$ cat src/rtl/smoldvi_link_ctrl.sv
// Pixel-domain DVI link sequencer: debounces HPD, starts the clock pair before
// the data lanes, and drains to a frame boundary on shutdown.
module smoldvi_link_ctrl #(
    parameter int unsigned W_CTR        = 16,
    parameter int unsigned HPD_DEBOUNCE = 16
) (
    input  logic             clk_pix,
    input  logic             rst_n_pix,
    input  logic             en,
    input  logic             hpd,
    input  logic [W_CTR-1:0] warmup_cycles,
    input  logic             frame_end,
    output logic [9:0]       clk_pattern,
    output logic             lane_en,
    output logic             timing_rst_n,
    output logic             hpd_ok,
    output logic [1:0]       state,
    output logic             link_up
);

    typedef enum logic [1:0] {
        StOff     = 2'd0,
        StClkOnly = 2'd1,
        StRun     = 2'd2,
        StDrain   = 2'd3
    } state_e;

    localparam logic [9:0]  ClkPattern = 10'b11111_00000;
    localparam logic [15:0] DebLast    = 16'(HPD_DEBOUNCE - 1);

    state_e           state_q, state_d;
    logic [W_CTR-1:0] warm_q, warm_d;
    logic [15:0]      deb_q, deb_d;
    logic             hpd_ok_q, hpd_ok_d;
    logic [9:0]       clk_pattern_q;
    logic             lane_en_q, timing_rst_n_q, link_up_q;

    always_comb begin
        deb_d    = '0;
        hpd_ok_d = hpd_ok_q;
        if (hpd != hpd_ok_q) begin
            if (deb_q == DebLast) begin
                hpd_ok_d = ~hpd_ok_q;
            end else begin
                deb_d = deb_q + 16'd1;
            end
        end
    end

    // Loss of HPD uses the next debounced value so lanes stop on the edge hpd_ok falls.
    always_comb begin
        state_d = state_q;
        warm_d  = warm_q;
        if (!hpd_ok_d) begin
            state_d = StOff;
        end else begin
            unique case (state_q)
                StOff: begin
                    if (en && hpd_ok_q) begin
                        state_d = StClkOnly;
                        warm_d  = warmup_cycles;
                    end
                end
                StClkOnly: begin
                    if (!en) begin
                        state_d = StOff;
                    end else if (warm_q == '0) begin
                        state_d = StRun;
                    end else begin
                        warm_d = warm_q - W_CTR'(1);
                    end
                end
                StRun: begin
                    if (!en) state_d = StDrain;
                end
                StDrain: begin
                    if (en) begin
                        state_d = StRun;
                    end else if (frame_end) begin
                        state_d = StOff;
                    end
                end
            endcase
        end
    end

    always_ff @(posedge clk_pix) begin
        if (!rst_n_pix) begin
            state_q        <= StOff;
            warm_q         <= '0;
            deb_q          <= '0;
            hpd_ok_q       <= 1'b0;
            clk_pattern_q  <= '0;
            lane_en_q      <= 1'b0;
            timing_rst_n_q <= 1'b0;
            link_up_q      <= 1'b0;
        end else begin
            state_q        <= state_d;
            warm_q         <= warm_d;
            deb_q          <= deb_d;
            hpd_ok_q       <= hpd_ok_d;
            clk_pattern_q  <= (state_d != StOff) ? ClkPattern : 10'h000;
            lane_en_q      <= (state_d == StRun) || (state_d == StDrain);
            timing_rst_n_q <= (state_d == StRun) || (state_d == StDrain);
            link_up_q      <= (state_d == StRun);
        end
    end

    assign state        = state_q;
    assign hpd_ok       = hpd_ok_q;
    assign clk_pattern  = clk_pattern_q;
    assign lane_en      = lane_en_q;
    assign timing_rst_n = timing_rst_n_q;
    assign link_up      = link_up_q;

endmodule
$ cat config.mk
export PLATFORM = sky130hd
export DESIGN_NAME = smoldvi_link_ctrl
export DESIGN_NICKNAME = d
export VERILOG_FILES = /design/src/rtl/smoldvi_link_ctrl.sv
export SDC_FILE = /design/constraint.sdc
export NUM_CORES = 1
export LEC_CHECK = 0
export BUFFER_PORTS_ARGS = -buffer_cell sky130_fd_sc_hd__buf_2
export CORE_MARGIN = 2
export CORE_UTILIZATION = 54
export DETAILED_ROUTE_END_ITERATION = 10
export PLACE_DENSITY = 0.77
export SYNTH_ARGS = -nofsm -noshare
export SYNTH_HDL_FRONTEND = slang
export SYNTH_SLANG_ARGS = --single-unit
export TNS_END_PERCENT = 50
$ cat constraint.sdc
create_clock -name clk_pix -period 5.3 [get_ports clk_pix]
set_input_delay 0.53 -clock clk_pix [delete_from_list [all_inputs] [get_ports clk_pix]]
set_output_delay 0.53 -clock clk_pix [all_outputs]
set_load 0.03 [all_outputs]
=== After elaboration in Yosys (flattened, before gate mapping) ===
Cells that the tools add are included.

* $add $sub $neg: 2
* Equality and inequality tests: 10
* Mux-type cells: 15
* Bitwise operators: 3
* Reduce and logical (&&, ||, !) cells: 8

{| class="wikitable"
|+ Operators by type and width
! cell !! count
|-
| $mux 16 || 3
|-
| $pmux 16 s2 || 1
|-
| $add 16x1->16 const B || 1
|-
| $eq 16x4->1 const B || 1
|-
| $logic_not 16->1 || 1
|-
| $sub 16x1->16 const B || 1
|-
| $mux 2 || 7
|-
| $mux 10 || 1
|-
| $eq 2x2->1 const B || 4
|-
| $pmux 2 s4 || 1
|-
| $ne 2x2->1 const B || 3
|-
| $reduce_and 5->1 || 1
|-
| $reduce_bool 2->1 || 2
|-
| $not 1->1 || 3
|-
| $reduce_or 3->1 || 1
|-
| $eq 2x1->1 const B || 1
|-
| $logic_not 2->1 || 1
|-
| $mux 1 || 2
|-
| $logic_and 1x1->1 || 1
|-
| $logic_or 1x1->1 || 1
|-
| $ne 1x1->1 || 1
|}

* Register bits after elaboration: 47
* Bits of input ports: 21
* Output and inout port bits: 16
* Logic and storage cells: 45

=== Longest topological paths before layout ===
* Depth after elaboration: 7
* Depth in mapped cells: 8
* Mapped depth without buffers: 7

=== Worst setup path before layout ===
No wires, ideal clock.

* Kind: register -> register
* From: register warm_q[0]
* To: register warm_q[14]
* Library setup time: 0.131 ns
* Arrival time: 1.689 ns
* Data required time: 5.169 ns
* Path slack: 3.481 ns
* Cell stages (with the launch flop): 8
* Buffers on the path: 0
* Clock period less this slack: 1.819 ns
* Path through: dfxtp_1 inv_1 ha_1 nor3b_2 nand4_4 o31a_1 o311ai_0 o21ai_1

* Word-level cells in the longest chain between the ends: 4
* Elaborated cells on any way between the ends: 7
* Classes of those cells: 1 x add/sub; 1 x eq/ne; 3 x mux; 2 x reduce/logical

{| class="wikitable"
|+ RTL lines
! what !! line !! RTL
|-
| from (decl) || 32 || <nowiki>logic [W_CTR-1:0] warm_q, warm_d;</nowiki>
|-
| from (signal assigned) || 99 || <nowiki>warm_q <= warm_d;</nowiki>
|-
| $sub 16x1->16 || 70 || <nowiki>warm_d = warm_q - W_CTR'(1);</nowiki>
|-
| $mux 16 || 67 || <nowiki>end else if (warm_q == '0) begin</nowiki>
|-
| $mux 16 || 65 || <nowiki>if (!en) begin</nowiki>
|-
| $pmux 16 s2 || 57 || <nowiki>unique case (state_q)</nowiki>
|}

Several ways; a longest one is shown, not always the timed one. The select of a mux whose other input is x is not followed.
A chain may end at the register's enable or synchronous reset.

=== Worst setup path after layout ===
* From: register warm_q[0]
* To: register warm_q[8]

The elaborated chain is that of the path after synthesis.

==> metrics.txt <==
run status=finished, final reports clean; worst-case clock skew=about 0.0052 ns; Routed WL=approximately 4.5 mm; clock tree sinks=38; drt pass-1 iters=4; CTS tree=yes; Core Region=roughly 4000 µm²; Final Setup Violations=0; n_diodes=0; Tmin final=around 2.3 ns; routed vias/inst=about 5.7; worst slew pin tran=between 0.6 and 0.7 ns; sequential area share after synthesis=34.1%; final hold slack=0.464 ns; H-tree depth=2; vias in the first global route=between 1500 and 2000; port bufs=31; Leak=between 0.9 and 1 nW; VDD IR max=0.128 mV; die extent in x=slightly below 70 µm; post-detail-place hpwl=3.05 mm; Syn Inst Count=about 270; RSZ-0062 raised after global routing=no; asr flop ratio synth=0%; Cell variety after synth=56; critical path peak fanout=18; top cells by area, synth=dfxtp_1, nand2_1, nor2_1, xor2_1, buf_4; postcts setup bufs=0; Ys Warns=0; # DRC=0; routed vias=between 1500 and 2000; CTS clk-pin slew, worst paths=approximately 0.070 ns; Root Buffer=clkbuf_8; MaxCap Viol Count=0; Final ANT Viol Nets=0; GR Overflow Total=0; synthesized area=roughly 2200 µm²; Synth top cells by count=nand2_1, dfxtp_1, nor2_1, o21ai_0; Worst slew margin=around 56%; crit path capture type=flip-flop; Resized Gates After CTS=0; fmax=~0.44 GHz; first-pass GRT wire length=between 7 and 8 mm; RePlAce Congestion=about 0.77; die area=about 4700 µm²; worst-skew pair later-pin latency=just under 0.3 ns; cell taking the most area after synthesis=dfxtp_1; CTS Buffer Depth=2; initial antenna violation count=0; Fin. Hold Viols=0; die height=slightly below 70 µm; Layout fillers=roughly 380; most frequent cell after synthesis=nand2_1; 1st-iter DRT viols=67; crit start category=flip-flop; fraction of layout cells with a size suffix above 1=about a fifth; TritonCTS Buffers=5; hold crit path type=flip-flop to flip-flop; critical path class=flip-flop to flip-flop; WP data required=5.46 ns; PwrDens=212 nW/µm²; io pins=37; Total GRT Usage=a little over a fifth; top-area cell type share of the netlist area=roughly 34%; TNS Setup=0 ns; Max Slew Vio Count=0; largest net degree at the start of global routing=39; fin crit share=a little over two fifths; WL/cell=13.0 µm; WP data arrival=~2.5 ns; Post-synth EDFFs=0; Rows=23; Area growth, synth to finish=6.78%; synthesis-stage register bit count=38; final net count=between 300 and 400; main flop type after synthesis=dfxtp_1; CTS Hold Bufs=0; Starting Density=approximately 56%; Synth Area per Inst=8.15 µm²
[cell families (layout without fill, tap and decap cells)]
logic type	count (synthesis)	after routing	synth area share [%]
AND/OR/NAND/NOR	119	119	27.5
AO/OA/AOI/OAI	65	65	21.1
flip-flops	38	38	34.1
buffers and inverters	32	46	8.69
XOR/XNOR	15	15	5.89
adder cells (fa/ha/maj)	2	2	1.12
multiplexers	2	2	1.51
other	1	5	0.168
[area by class of cell]
type | instances | area, µm² | area share (%)
inverter | 7 | 26.3 | 1.10
multi-input combinational | 208 | 1290 | 54.2
clock buffer | 5 | 68.8 | 2.89
sequential | 38 | 761 | 31.9
clock inverter | 2 | 10.0 | 0.420
timing repair buffer | 32 | 163 | 6.82
tap | 50 | 62.6 | 2.62
[routing by layer]
metal	vias up	wire (µm)	global-route usage, %
met3	5	181	6.41
li1	997	-	-
met2	42	2280	37.3
met4	0	46	6.25
met5	-	0	0
met1	906	1950	24.4
[stage by stage]
step / worst slack, ns / area (µm²) / instances / utilization (%) / total power, mW
2_1_floorplan: 3.48 / 2250 / 278 / - / 0.316
3_3_place_gp: 3.16 / 2300 / 335 / 57.6 / 0.323
3_5_place_dp: 3.03 / 2300 / 335 / 57.6 / 0.323
4_1_cts: 3.00 / 2380 / 342 / 59.6 / 0.509
5_1_grt: 2.82 / 2380 / 342 / 59.6 / 0.526
6_report: 3.01 / 2380 / 342 / 59.6 / 0.505
[final timing paths]
| check | startpoint | endpoint | slack [ns] | cells past startpoint |
|---|---|---|---|---|
| setup reg to reg | warm_q[0] | warm_q[8] | 3.01 | 7 |
| setup / recovery | warm_q[0] | warm_q[8] | 3.01 | 7 |
| hold reg to reg | deb_q[0] | deb_q[0] | 0.46 | 1 |
| hold / removal | deb_q[0] | deb_q[0] | 0.46 | 1 |
[worst max-delay path, stage by stage, from the launching register on]
cell and delay [ns]:
dfxtp_1 0.36, inv_1 0.09, ha_1 0.18, nor3b_2 0.42
nand4_4 0.22, nor2_4 0.42, or2_4 0.34, o21ai_0 0.12
[state kept, by name (all words and copies together) (netlist names)]
signal	cells
link_up	1
state	2
clk_pattern	1
deb_q	16
hpd_ok	1
timing_rst_n	1
warm_q	16
[where the power goes]
part           internal, mW  leakage [nW]  switching, mW
sequential            0.286         0.306       0.000667
combinational        0.0108         0.626         0.0185
clock                0.0882        0.0438          0.100
total                 0.385         0.976          0.120
[placed cells by master (no fill, tap or decap), drive strengths merged, types with 3 or more instances in the layout]
cell type / instances
nand2: 41
dfxtp: 38
nor2: 33
buf: 32
o21ai: 24
o311ai: 12
xor2: 10
nand3: 9
inv: 7
a21oi: 7
nor3: 7
nor4: 6
xnor2: 5
conb: 5
clkbuf: 5
nand4: 5
and3: 4
o211ai: 4
or4: 3
Note: power is estimated with default switching activity, not from simulation.
